===== config.mk =====
export PLATFORM = sky130hd
export DESIGN_NAME = instr_decode
export DESIGN_NICKNAME = d
export VERILOG_FILES = /design/src/rtl/instr_decode.sv
export SDC_FILE = /design/constraint.sdc
export NUM_CORES = 1
export LEC_CHECK = 0
export CORE_ASPECT_RATIO = 1.2
export CORE_MARGIN = 3
export CORE_UTILIZATION = 41
export DETAILED_ROUTE_END_ITERATION = 10
export PLACE_DENSITY = 0.87
export SETUP_SLACK_MARGIN = 0.3
export SYNTH_ARGS = -nofsm -noshare
export SYNTH_HDL_FRONTEND = slang
export SYNTH_SLANG_ARGS = --single-unit

===== constraint.sdc =====
create_clock -name clk -period 1.4 [get_ports clk]
set_input_delay 0.21 -clock clk [delete_from_list [all_inputs] [get_ports clk]]
set_output_delay 0.21 -clock clk [all_outputs]
set_load 0.03 [all_outputs]

===== src/rtl/instr_decode.sv =====
// ----------------------------------------------------------------------------
// instr_decode
//   Single-stage instruction decoder for a 9-bit ISA. A fetched instruction is
//   accepted on a valid/ready handshake. It is split into type, opcode,
//   register indices, sign-extended immediate and write enables. The result is
//   held in one output register until the downstream side consumes it.
//   Accepting a branch FML (B op 3'b111) halts the decoder until reset.
//
//   Optional feature macro: DECODE_STATS_EN
//     When defined, adds the 16-bit wrapping counters stat_instr and
//     stat_branch. These count consumed bundles, and consumed branch bundles.
//
// Ports
//   clk          rising-edge clock
//   reset        synchronous, active-high reset
//   in_valid     upstream presents an instruction
//   in_ready     decoder accepts in_instr/in_pc this cycle (combinational)
//   in_instr     9-bit instruction word
//   in_pc        address of in_instr
//   flush        discard the pending bundle and the incoming instruction
//   out_valid    decoded bundle valid
//   out_ready    downstream consumes the bundle this cycle
//   out_type     I=0, M=1, R=2, B=3
//   out_op       opcode (M opcodes zero-extended, 0 for I)
//   out_rd       destination register (0 for B)
//   out_rs       source register (0 for I and B)
//   out_imm      sign-extended immediate / branch offset (0 for R and M)
//   out_pc       pc of the decoded instruction
//   out_reg_we   register-file write enable
//   out_mem_we   data-memory write enable
//   halted       FML has been accepted; decoder stopped
//   stat_instr   (DECODE_STATS_EN) bundles consumed
//   stat_branch  (DECODE_STATS_EN) branch bundles consumed
// ----------------------------------------------------------------------------
module instr_decode #(
    parameter int PC_W = 8
) (
    input  logic            clk,
    input  logic            reset,
    input  logic            in_valid,
    output logic            in_ready,
    input  logic [8:0]      in_instr,
    input  logic [PC_W-1:0] in_pc,
    input  logic            flush,
    output logic            out_valid,
    input  logic            out_ready,
    output logic [1:0]      out_type,
    output logic [2:0]      out_op,
    output logic [1:0]      out_rd,
    output logic [1:0]      out_rs,
    output logic [7:0]      out_imm,
    output logic [PC_W-1:0] out_pc,
    output logic            out_reg_we,
    output logic            out_mem_we,
    output logic            halted
`ifdef DECODE_STATS_EN
    ,
    output logic [15:0]     stat_instr,
    output logic [15:0]     stat_branch
`endif
);

    localparam logic [1:0] TYPE_I = 2'd0;
    localparam logic [1:0] TYPE_M = 2'd1;
    localparam logic [1:0] TYPE_R = 2'd2;
    localparam logic [1:0] TYPE_B = 2'd3;

    localparam logic [1:0] M_OP_STR = 2'd1;
    localparam logic [2:0] B_OP_FML = 3'd7;

    typedef enum logic {
        RUN  = 1'b0,
        HALT = 1'b1
    } state_t;

    state_t state_q, state_d;

    logic            out_valid_q, out_valid_d;
    logic [1:0]      type_q, type_d;
    logic [2:0]      op_q, op_d;
    logic [1:0]      rd_q, rd_d;
    logic [1:0]      rs_q, rs_d;
    logic [7:0]      imm_q, imm_d;
    logic [PC_W-1:0] pc_q, pc_d;
    logic            reg_we_q, reg_we_d;
    logic            mem_we_q, mem_we_d;

    // Decoded fields of the incoming word, before registering.
    logic [1:0] dec_type;
    logic [2:0] dec_op;
    logic [1:0] dec_rd;
    logic [1:0] dec_rs;
    logic [7:0] dec_imm;
    logic       dec_reg_we;
    logic       dec_mem_we;

    logic accept;
    logic handshake;

    // ---- combinational decode of in_instr ----
    always_comb begin
        dec_type   = in_instr[8:7];
        dec_op     = 3'd0;
        dec_rd     = 2'd0;
        dec_rs     = 2'd0;
        dec_imm    = 8'd0;
        dec_reg_we = 1'b0;
        dec_mem_we = 1'b0;
        unique case (dec_type)
            TYPE_I: begin
                dec_rd     = in_instr[6:5];
                dec_imm    = {{3{in_instr[4]}}, in_instr[4:0]};
                dec_reg_we = 1'b1;
            end
            TYPE_M: begin
                // in_instr[0] is a don't-care bit in the M format.
                dec_op     = {1'b0, in_instr[6:5]};
                dec_rd     = in_instr[4:3];
                dec_rs     = in_instr[2:1];
                dec_reg_we = (in_instr[6:5] != M_OP_STR);
                dec_mem_we = (in_instr[6:5] == M_OP_STR);
            end
            TYPE_R: begin
                dec_op     = in_instr[6:4];
                dec_rd     = in_instr[3:2];
                dec_rs     = in_instr[1:0];
                dec_reg_we = 1'b1;
            end
            TYPE_B: begin
                dec_op  = in_instr[6:4];
                dec_imm = {{4{in_instr[3]}}, in_instr[3:0]};
            end
            default: ;
        endcase
    end

    // ---- handshake, next-state and output register inputs ----
    always_comb begin
        in_ready    = !reset && (state_q == RUN) && !flush &&
                      (!out_valid_q || out_ready);
        accept      = in_valid && in_ready;
        // A bundle hit by flush in the same cycle is discarded, not consumed.
        handshake   = out_valid_q && out_ready && !flush;

        state_d     = state_q;
        out_valid_d = out_valid_q;
        type_d      = type_q;
        op_d        = op_q;
        rd_d        = rd_q;
        rs_d        = rs_q;
        imm_d       = imm_q;
        pc_d        = pc_q;
        reg_we_d    = reg_we_q;
        mem_we_d    = mem_we_q;

        if (flush) begin
            out_valid_d = 1'b0;
        end else if (accept) begin
            out_valid_d = 1'b1;
            type_d      = dec_type;
            op_d        = dec_op;
            rd_d        = dec_rd;
            rs_d        = dec_rs;
            imm_d       = dec_imm;
            pc_d        = in_pc;
            reg_we_d    = dec_reg_we;
            mem_we_d    = dec_mem_we;
            if (dec_type == TYPE_B && dec_op == B_OP_FML) begin
                state_d = HALT;
            end
        end else if (out_valid_q && out_ready) begin
            out_valid_d = 1'b0;
        end
    end

    // ---- output register stage ----
    always_ff @(posedge clk) begin
        if (reset) begin
            state_q     <= RUN;
            out_valid_q <= 1'b0;
            type_q      <= 2'd0;
            op_q        <= 3'd0;
            rd_q        <= 2'd0;
            rs_q        <= 2'd0;
            imm_q       <= 8'd0;
            pc_q        <= '0;
            reg_we_q    <= 1'b0;
            mem_we_q    <= 1'b0;
        end else begin
            state_q     <= state_d;
            out_valid_q <= out_valid_d;
            type_q      <= type_d;
            op_q        <= op_d;
            rd_q        <= rd_d;
            rs_q        <= rs_d;
            imm_q       <= imm_d;
            pc_q        <= pc_d;
            reg_we_q    <= reg_we_d;
            mem_we_q    <= mem_we_d;
        end
    end

    assign out_valid  = out_valid_q;
    assign out_type   = type_q;
    assign out_op     = op_q;
    assign out_rd     = rd_q;
    assign out_rs     = rs_q;
    assign out_imm    = imm_q;
    assign out_pc     = pc_q;
    assign out_reg_we = reg_we_q;
    assign out_mem_we = mem_we_q;
    assign halted     = (state_q == HALT);

`ifdef DECODE_STATS_EN
    logic [15:0] stat_instr_q, stat_instr_d;
    logic [15:0] stat_branch_q, stat_branch_d;

    // Both counters wrap naturally at 16 bits.
    always_comb begin
        stat_instr_d  = stat_instr_q;
        stat_branch_d = stat_branch_q;
        if (handshake) begin
            stat_instr_d = stat_instr_q + 16'd1;
            if (type_q == TYPE_B) begin
                stat_branch_d = stat_branch_q + 16'd1;
            end
        end
    end

    always_ff @(posedge clk) begin
        if (reset) begin
            stat_instr_q  <= 16'd0;
            stat_branch_q <= 16'd0;
        end else begin
            stat_instr_q  <= stat_instr_d;
            stat_branch_q <= stat_branch_d;
        end
    end

    assign stat_instr  = stat_instr_q;
    assign stat_branch = stat_branch_q;
`else
    // handshake only feeds the statistics counters.
    logic unused_handshake;
    assign unused_handshake = handshake;
`endif

endmodule


# Word level (Yosys, flattened, before mapping)
# Cells that the tools add are included.
# word_totals
regBits,29
inputBits,22
out_inout_bits,30
wordCells,43
# op_classes
n_eq_ne,6
muxes,8
bitwise,2
n_reduce_logical,17
# op_table
operator,n
8-bit one-hot mux with 2 select lines,1
1-bit logical AND,6
2-bit one-hot mux with 3 select lines,1
3-bit one-hot mux with 2 select lines,1
2-bit OR reduction,3
2-bit by 1-bit == test with 1-bit output (second input constant),2
2-bit == test (second input constant),2
2-bit one-hot mux with 2 select lines,1
3-bit == test (second input constant),1
1-bit logical NOT,3
1-bit 2-to-1 mux,3
3-bit AND reduction,1
2-bit logical NOT,1
2-bit by 1-bit inequality test with 1-bit output (second input constant),1
1-bit NOT,2
1-bit one-hot mux with 2 select lines,1
2-bit AND reduction,1
2-bit nonzero test,1
1-bit logical OR,1

# Logic depth before layout (Yosys ltp)
# Gate-level depths: netlist of the first run.
# logic_depth
ltp_word,6
mapped_depth,7
mapped_depth_nobuf,6

# Least setup slack after synthesis of the first run
# No wires, ideal clock.
# synth_timing
kind,register to register
from,"register out_valid_q, in the netlist out_valid"
to,"register pc_q[0], in the netlist out_pc[0]"
setup_ps,132
arrival_time_ps,1290
required_ps,1268
setup_slack_ps,-22
stages_incl_launch_ff,7
n_path_buf,2
period_less_slack_ps,1422
path_cell_list,dfxtp_1 nand2b_1 and4_1 buf_4 buf_4 nand2_1 a21oi_1
# synth_between
elab_chain_len,5
# synth_lines
item,line,text
from (decl),78,"logic out_valid_q, out_valid_d;"
from (signal assigned),191,out_valid_q <= out_valid_d;
1-bit logical NOT,140,(!out_valid_q || out_ready);
1-bit logical OR,140,
1-bit logical AND,139,in_ready = !reset && (state_q == RUN) && !flush &&
1-bit logical AND,141,accept = in_valid && in_ready;
2-bit AND reduction (no line),-,
to (signal assigned),197,pc_q <= pc_d;
to (decl),84,"logic [PC_W-1:0] pc_q, pc_d;"
# Every way passes these cells.
# A chain may end at the register's enable or synchronous reset.

# Worst setup path after layout of the first run
# layout_timing
from,"register out_valid_q, in the netlist out_valid"
to,"register mem_we_q, in the netlist out_mem_we"
# layout_between
elab_chain_len,5
# layout_lines
item,line,text
1-bit logical NOT,140,
1-bit logical OR,140,
1-bit logical AND,139,
1-bit logical AND,141,
2-bit AND reduction (no line),-,
to (signal assigned),199,mem_we_q <= mem_we_d;
to (decl),86,"logic mem_we_q, mem_we_d;"
# Every way passes these cells.

==> results_dict.tcl, run 1 <==
set metrics [dict create \
    status "complete, no violations" \
    dieArea_um2 3530 \
    crit_required_ns 1.68 \
    first_pass_iters 4 \
    drt_wl_total_um 4510 \
    worstPathArrival_ns 1.65 \
    syn_nets 167 \
    path_clk_slew_ns 0.15 \
    io_pins 52 \
    grt_max_degree 26 \
    hold_end "out_valid$_SDFFE_PP0P_" \
    synth-edff-count 0 \
    netlist_top_cells_area "dfxtp_1, nand2_1, a21oi_1" \
    leakage_nw 0.832 \
    grt-ovfl-total 0 \
    die_x_um 54.8 \
    final_net_count 236 \
    crit_fanout 8 \
    peakVddDrop_mv 0.640 \
    clock_skew_ns 0.00636 \
    timing.final.ws_setup_ns 0.0302 \
    grt_pass1_wl_um 5710 \
    worstMarginPinSlew_ns 0.431 \
    maxSlewHeadroom 0.713 \
    synth.avg_cell_area_um2 8.30 \
    fillers 153 \
    final_common_cell "buf_4" \
    drc_errors 0 \
    hold_path.class "primary input to flip-flop" \
    r2r-start "out_valid$_SDFFE_PP0P_" \
    synth_top_cell_by_area "dfxtp_1" \
    ys_seq_area_frac 0.445 \
    synth_cells 141 \
    worst-r2r-cell-count 5 \
    worstSetupPathType "flip-flop to flip-flop" \
    vias 1367 \
    wl_per_cell_um 18.6 \
    avgViaCountPerCell 5.65 \
    grt_pass1_vias 1225 \
    cts_max_path_buffers 2 \
    startpoint_type "flip-flop" \
    htreeDepth 1 \
    multiInputGateArea_um2 678 \
    drtAntennaViolNets 0 \
    reg2reg_to "out_mem_we$_SDFFE_PP0P_" \
    antenna_found_initial 0 \
    finalSetupViolCount 0 \
    synthToLayoutAreaGrowth_pct 76.4 \
    drtIter0Drc 78 \
    rsz0062_at_grt "true" \
    clkSinkCount 26 \
    synth_ff_type "dfxtp_1" \
    rows 20 \
    power_mw 1.59 \
    maxCapViolCount 0 \
    diodes 0 \
    fmax_mhz 730 \
    min_period_ns 1.37 \
    ys_ff_latch 26 \
    cts_tree "yes" \
    fin_crit_sh 0.978 \
    slew_violations 0 \
    synth_area_um2 1170 \
    dpl.hpwl_um 2350 \
    portBuffers 51 \
    synth_top_cell_area_share 0.445 \
    clk_root_buffer_cell "clkbuf_4" \
    hold_path_depth 5 \
    mostFrequentLayoutCells "buf_4, nand2_1, a21oi_1, clkdlybuf4s50_1, dfxtp_2" \
    crit_path_end_kind "flip-flop" \
    cts_buffers 3 \
    async_flop_share 0 \
    core_um2 2630 \
    clock_latency_ns 0.34 \
    ff2ff_setup_slack_ns 0.03 \
    yosysWarnings 0 \
    dp_slack_ns -0.407 \
    die_h_um 64.5 \
    track_usage 0.217 \
    powerDensity_nw_per_um2 768 \
    finalHoldViolCount 0 \
    regArea_um2 551 \
    netlist-cell-type-count 27 \
    floorplan.initialDensity 0.445 \
    place.gp.congestion 0.817 \
    drive_above_1_share 0.526 \
    min_from "out_ready" \
]
## worst max-delay path: stages (launching register included)
cell	delay, ns
dfxtp_4	0.38
nand2b_4	0.08
buf_6	0.10
nand4_4	0.17
or3_4	0.45
a21oi_2	0.12
## logic make-up after synthesis
| logic type | count (synthesis) | share of synthesized area |
|---|---|---|
| compound gates | 38 | 0.190 |
| fa+ha+maj | 4 | 0.0428 |
| simple gates | 57 | 0.240 |
| buf+inv | 16 | 0.0824 |
| flops | 26 | 0.445 |
## routing by layer
| layer | vias to the layer above | global-route usage | wire length, µm |
|---|---|---|---|
| li1 | 620 | - | - |
| met1 | 633 | 0.258 | 1560 |
| met2 | 87 | 0.379 | 2410 |
| met3 | 27 | 0.0322 | 329 |
| met4 | 0 | 0.0748 | 214 |
| met5 | - | 0 | 0 |
## how the worst max path moves through the flow
| stage | from | endpoint | slack, ns | cells after the start |
|---|---|---|---|---|
| 2_1_floorplan | out_valid$_SDFFE_PP0P_ | out_reg_we$_SDFFE_PP0P_ | 0.22 | 5 |
| 5_1_grt | out_valid$_SDFFE_PP0P_ | out_mem_we$_SDFFE_PP0P_ | 0.01 | 5 |
| 4_1_cts | out_valid$_SDFFE_PP0P_ | in_ready | 0.10 | 3 |
| 3_5_place_dp | in_instr[7] | out_rd[1]$_SDFFE_PP0P_ | -0.41 | 6 |
| 3_3_place_gp | in_instr[7] | out_rd[1]$_SDFFE_PP0P_ | -0.32 | 6 |
| 6_report | out_valid$_SDFFE_PP0P_ | out_mem_we$_SDFFE_PP0P_ | 0.03 | 5 |
## synth_stat cells (all sizes together), types with 2 or more instances
| library cell | count |
|---|---|
| nand2 | 38 |
| a21oi | 26 |
| dfxtp | 26 |
| buf | 10 |
| nand3 | 6 |
| or3 | 5 |
| ha | 4 |
| clkbuf | 3 |
| inv | 3 |
| nor2 | 3 |
| a222oi | 2 |
| a22o | 2 |
| nand2b | 2 |
| o21ai | 2 |
## registers in the layout, summed over array words and instances, names as in the netlist
signal	flops
out_imm	5
out_mem_we	1
halted	1
out_op	3
out_valid	1
out_reg_we	1
out_rs	2
out_rd	2
out_type	2
out_pc	8
## power by group
part / total [mW] / internal, mW / switching [mW]
Sequential: 0.767 / 0.754 / 0.0127
Combinational: 0.358 / 0.175 / 0.183
Clock: 0.461 / 0.219 / 0.242
Total: 1.59 / 1.15 / 0.438
## per-stage QoR
stage               cell area (µm²)  utilization  std cells  hold WS (ns)  setup TNS [ns]
floorplan                      1200            -        141         0.345               0
global placement               1750        0.668        224         0.441           -5.05
detailed placement             1750        0.668        224         0.448           -6.52
CTS                            1830        0.698        236         0.305               0
global route                   2060        0.785        242         0.373               0
finish                         2060        0.785        242         0.351               0
## timing repair
action,CTS,global route
hold buffers,0,0
cloned,0,3
pin swaps,7,13
setup buffers,8,3
resized for setup,186,66
setup endpoints to repair,56,49
## cell type report
| type | count | share of cell area |
|---|---|---|
| clock buffers | 4 | 0.0230 |
| well taps | 33 | 0.0200 |
| multi-input cells | 99 | 0.329 |
| inverters | 3 | 0.00667 |
| repair buffers | 77 | 0.355 |
| flip-flops and latches | 26 | 0.267 |
Note: power is estimated with default switching activity, not from simulation.
==> run 2, diff against run 1 <==
ABC_AREA = 0   (was unset)
CORE_UTILIZATION = 37   (was 41)
PLACE_DENSITY = 0.83   (was 0.87)
clock period = 1.2 ns   (was 1.4 ns; I/O delays follow)
==> results_dict.tcl, run 2 (synthesis results as in run 1) <==
set metrics [dict create \
    htreeDepth 1 \
    critPathTopFamily "flip-flops" \
    vias 1258 \
    min_period_ns 1.35 \
    floorplan.initialDensity 0.401 \
    hold_path.class "primary input to flip-flop" \
    grt_pass1_vias 1208 \
    leakage_nw 0.813 \
    cts_tree "yes" \
    synthToLayoutAreaGrowth_pct 80.9 \
    powerDensity_nw_per_um2 869 \
    clkSinkCount 26 \
    cts_buffers 3 \
    cp.depth 4 \
    fmax_mhz 738 \
    track_usage 0.180 \
    grt_pass1_wl_um 5500 \
    drive_above_1_share 0.563 \
    place.gp.congestion 0.887 \
    cts_hold_buffers 0 \
    crit_slowest_cell "dfxtp_4" \
    worstPathArrival_ns 1.17 \
    timing.final.ws_setup_ns -0.155 \
    violations "setup timing" \
    crit_buf_inv 2 \
    max_stage_delay_ns 0.39 \
    maxSlewHeadroom 0.780 \
    worst-r2r-cell-count 6 \
    fin_util 0.725 \
    drc_errors 0 \
    finalSetupViolCount 16 \
    clock_skew_ns 0.00263 \
    cts_max_path_buffers 2 \
    mostFrequentLayoutCells "buf_6, nand2_1, dfxtp_2, clkdlybuf4s50_1" \
    grt_max_degree 26 \
    first_pass_iters 4 \
    largest_register_ffs 8 \
    grt-ovfl-total 0 \
    hold_path_depth 3 \
    crit_required_ns 1.02 \
    antenna_found_initial 0 \
    rows 21 \
    path_clk_slew_ns 0.15 \
    fin_cells 240 \
    startpoint_type "flip-flop" \
    final_net_count 233 \
    crit_path_end_kind "primary output" \
    finalHoldViolCount 0 \
    status "complete, but fails checks" \
    die_h_um 67.6 \
    dpl.hpwl_um 2290 \
    drt_wl_total_um 3590 \
    diodes 0 \
    peakVddDrop_mv 0.565 \
    drtIter0Drc 40 \
    core_um2 2920 \
    whs_ns 0.272 \
    cpMostUsedCell "buf_6" \
    rsz0062_at_grt "true" \
    die_x_um 57.3 \
    crit_fanout 2 \
    clk_root_buffer_cell "clkbuf_4" \
    clock_latency_ns 0.33 \
    avgViaCountPerCell 5.24 \
    dp_cells 222 \
    wl_per_cell_um 15.0 \
    final_common_cell "buf_6" \
    worstMarginPinSlew_ns 0.330 \
    fin_crit_sh 1.13 \
    worstSetupPathType "flip-flop to primary output" \
    slew_violations 0 \
    drtAntennaViolNets 0 \
    maxCapViolCount 0 \
    io_pins 52 \
    portBuffers 51 \
    cp_cell_sequence "nand2b_4, buf_6, and3_4, buf_6" \
    dieArea_um2 3880 \
]
## run 2: cell count changes in the layout (fill, tap and decap cells not counted), sizes merged
cell,previous run,this run
buf,52,53
clkbuf,8,4
clkdlybuf4s15,0,2
clkdlybuf4s50,16,18
dlygate4sd2,4,1
dlymetal6s2s,1,0
## run 2: cell type report
| type | instances | area, µm² |
|---|---|---|
| Fill cell | 216 | 801 |
| Multi-Input combinational cell | 99 | 694 |
| Timing Repair Buffer | 74 | 759 |
| Clock buffer | 4 | 47.5 |
| Inverter | 3 | 11.3 |
| Tap cell | 34 | 42.5 |
| Sequential cell | 26 | 561 |
## run 2: path summary, 6_finish.rpt
path,startpoint,end,slack (ns)
hold / removal,in_instr[8],out_type[1]$_SDFFE_PP0P_,0.27
setup / recovery,out_valid$_SDFFE_PP0P_,in_ready,-0.15
hold reg to reg,out_op[1]$_SDFFE_PP0P_,out_op[1]$_SDFFE_PP0P_,0.47
setup reg to reg,out_valid$_SDFFE_PP0P_,out_imm[3]$_SDFFE_PP0P_,-0.08
## run 2: timing repair
item                       CTS  global route
setup endpoints to repair   56            56
cloned                       2             0
pin swaps                   10             3
buffers inserted             6             6
gates resized for setup    161            14
## run 2: routing by layer
layer | wire length, µm | vias up | global-route usage | part of all wire
met1 | 1440 | 596 | 0.212 | 0.40
met4 | 23 | 0 | 0.0493 | 0.0064
met3 | 203 | 2 | 0.0402 | 0.057
met2 | 1920 | 52 | 0.329 | 0.54
li1 | - | 608 | - | -
met5 | 0 | - | 0 | 0
## run 2: metrics by stage
step                area, µm²  setup TNS (ns)  worst slack (ns)  total power [mW]
global placement         1680          -10.52            -0.514              1.22
CTS                      2020          -0.549            -0.148              1.80
finish                   2120          -0.612            -0.155              1.84
global route             2120           -1.77            -0.195              1.90
floorplan                1200               0            0.0225              1.08
detailed placement       1680          -11.65            -0.595              1.22
## run 2: worst register-to-register path: cells and delay by family (launching register included)
family                 cells  cell delay, ns
flip-flops                 1            0.38
buffers and inverters      2            0.26
AND/OR/NAND/NOR            3            0.44
AO/OA/AOI/OAI              1            0.16
## run 2: report_power, final
group,switching [mW],total [mW],internal [mW]
clock network,0.287,0.543,0.255
registers,0.0144,0.895,0.880
logic,0.199,0.402,0.202
total,0.501,1.84,1.34
==> run 3, diff against run 2 <==
RECOVER_POWER = 25   (was unset)
==> results_dict.tcl, run 3 (synthesis results as in run 1) <==
set metrics [dict create \
    place.gp.congestion 0.887 \
    clkSinkCount 26 \
    rows 21 \
    status "complete, but fails checks" \
    cts_hold_buffers 0 \
    peakVddDrop_mv 0.565 \
    powerDensity_nw_per_um2 872 \
    floorplan.initialDensity 0.401 \
    max_stage_delay_ns 0.39 \
    cpMostUsedCell "buf_6" \
    startpoint_type "flip-flop" \
    slew_violations 0 \
    cts_tree "yes" \
    vias 1258 \
    clock_skew_ns 0.00263 \
    rsz0062_at_grt "true" \
    drive_above_1_share 0.529 \
    track_usage 0.180 \
    grt_pass1_wl_um 5500 \
    drc_errors 0 \
    clk_root_buffer_cell "clkbuf_4" \
    die_x_um 57.3 \
    antenna_found_initial 0 \
    avgViaCountPerCell 5.24 \
    clock_latency_ns 0.33 \
    wl_per_cell_um 15.0 \
    final_common_cell "buf_6" \
    grt_max_degree 26 \
    min_period_ns 1.35 \
    die_h_um 67.6 \
    grt_pass1_vias 1208 \
    maxSlewHeadroom 0.780 \
    largest_register_ffs 8 \
    worstMarginPinSlew_ns 0.330 \
    crit_fanout 2 \
    dieArea_um2 3880 \
    startpoint "out_valid$_SDFFE_PP0P_" \
    portBuffers 51 \
    htreeDepth 1 \
    path_clk_slew_ns 0.15 \
    dp_cells 222 \
    cp_cell_sequence "nand2b_4, buf_6, and3_4, buf_6" \
    final_net_count 233 \
    maxCapViolCount 0 \
    violations "setup timing" \
    cts_buffers 3 \
    fmax_mhz 738 \
    io_pins 52 \
    crit_required_ns 1.02 \
    crit_path_end_kind "primary output" \
    first_pass_iters 4 \
    finalHoldViolCount 0 \
    grt-ovfl-total 0 \
    drtAntennaViolNets 0 \
    dpl.hpwl_um 2290 \
    drtIter0Drc 40 \
    r2r-start "out_valid$_SDFFE_PP0P_" \
    worstPathArrival_ns 1.17 \
    synthToLayoutAreaGrowth_pct 80.1 \
    hold_path.class "primary input to flip-flop" \
    cts_max_path_buffers 2 \
    diodes 0 \
    leakage_nw 0.810 \
    fin_cells 240 \
    min_from "in_instr[8]" \
    timing.final.ws_setup_ns -0.155 \
    fin_crit_sh 1.13 \
    crit_slowest_cell "dfxtp_4" \
    core_um2 2920 \
    drt_wl_total_um 3590 \
    finalSetupViolCount 16 \
    fin_util 0.722 \
    worstSetupPathType "flip-flop to primary output" \
    crit_buf_inv 2 \
    mostFrequentLayoutCells "buf_6, nand2_1, clkdlybuf4s50_1, dfxtp_2" \
    critPathTopFamily "flip-flops" \
]
[run 3: cell counts in the layout (fill, tap and decap cells not counted)]
Identical to the previous run, type by type.
[run 3: path summary, 6_finish.rpt]
kind / endpoint / slack, ns / cells past startpoint
max: in_ready / -0.15 / 4
min: out_type[1]$_SDFFE_PP0P_ / 0.27 / 3
max reg2reg: out_imm[3]$_SDFFE_PP0P_ / -0.08 / 6
min reg2reg: out_op[1]$_SDFFE_PP0P_ / 0.47 / 2
[run 3: area by class of cell]
class	instances	area (µm²)
Fill cell	219	810
Timing Repair Buffer	74	759
Multi-Input combinational cell	99	694
Sequential cell	26	552
Clock buffer	4	47.5
Tap cell	34	42.5
Inverter	3	11.3
[run 3: metrics by stage]
step	total power, mW	setup slack (ns)	TNS (ns)	hold WS [ns]	cell area (µm²)
6_report	1.84	-0.155	-0.587	0.272	2110
5_1_grt	1.90	-0.195	-1.75	0.273	2110
4_1_cts	1.80	-0.148	-0.549	0.272	2020
3_5_place_dp	1.22	-0.595	-11.65	0.448	1680
3_3_place_gp	1.22	-0.514	-10.52	0.441	1680
2_1_floorplan	1.08	0.0225	0	0.316	1200
[run 3: repair_timing]
action | in CTS | in global routing
buffers inserted | 6 | 6
gates cloned | 2 | 0
hold endpoints to repair | 0 | 0
pin swaps | 10 | 3
resized for setup | 161 | 14
endpoints found under the setup margin | 56 | 56
[run 3: routing by layer]
| metal | GRT usage | share of wire |
|---|---|---|
| met5 | 0 | 0 |
| met4 | 0.0493 | 0.0064 |
| met3 | 0.0402 | 0.057 |
| met2 | 0.329 | 0.54 |
| met1 | 0.212 | 0.40 |
[run 3: power by group]
part / total [mW] / internal [mW] / switching [mW]
sequential: 0.894 / 0.880 / 0.0144
combinational: 0.402 / 0.202 / 0.199
clock: 0.543 / 0.255 / 0.287
total: 1.84 / 1.34 / 0.501
[run 3: worst register-to-register path, delay by kind of cell (launching register included)]
| kind | cells | cell delay (ns) |
|---|---|---|
| and+or+nand+nor | 3 | 0.44 |
| DFF | 1 | 0.38 |
| buffers and inverters | 2 | 0.26 |
| AOI/OAI and AO/OA | 1 | 0.16 |
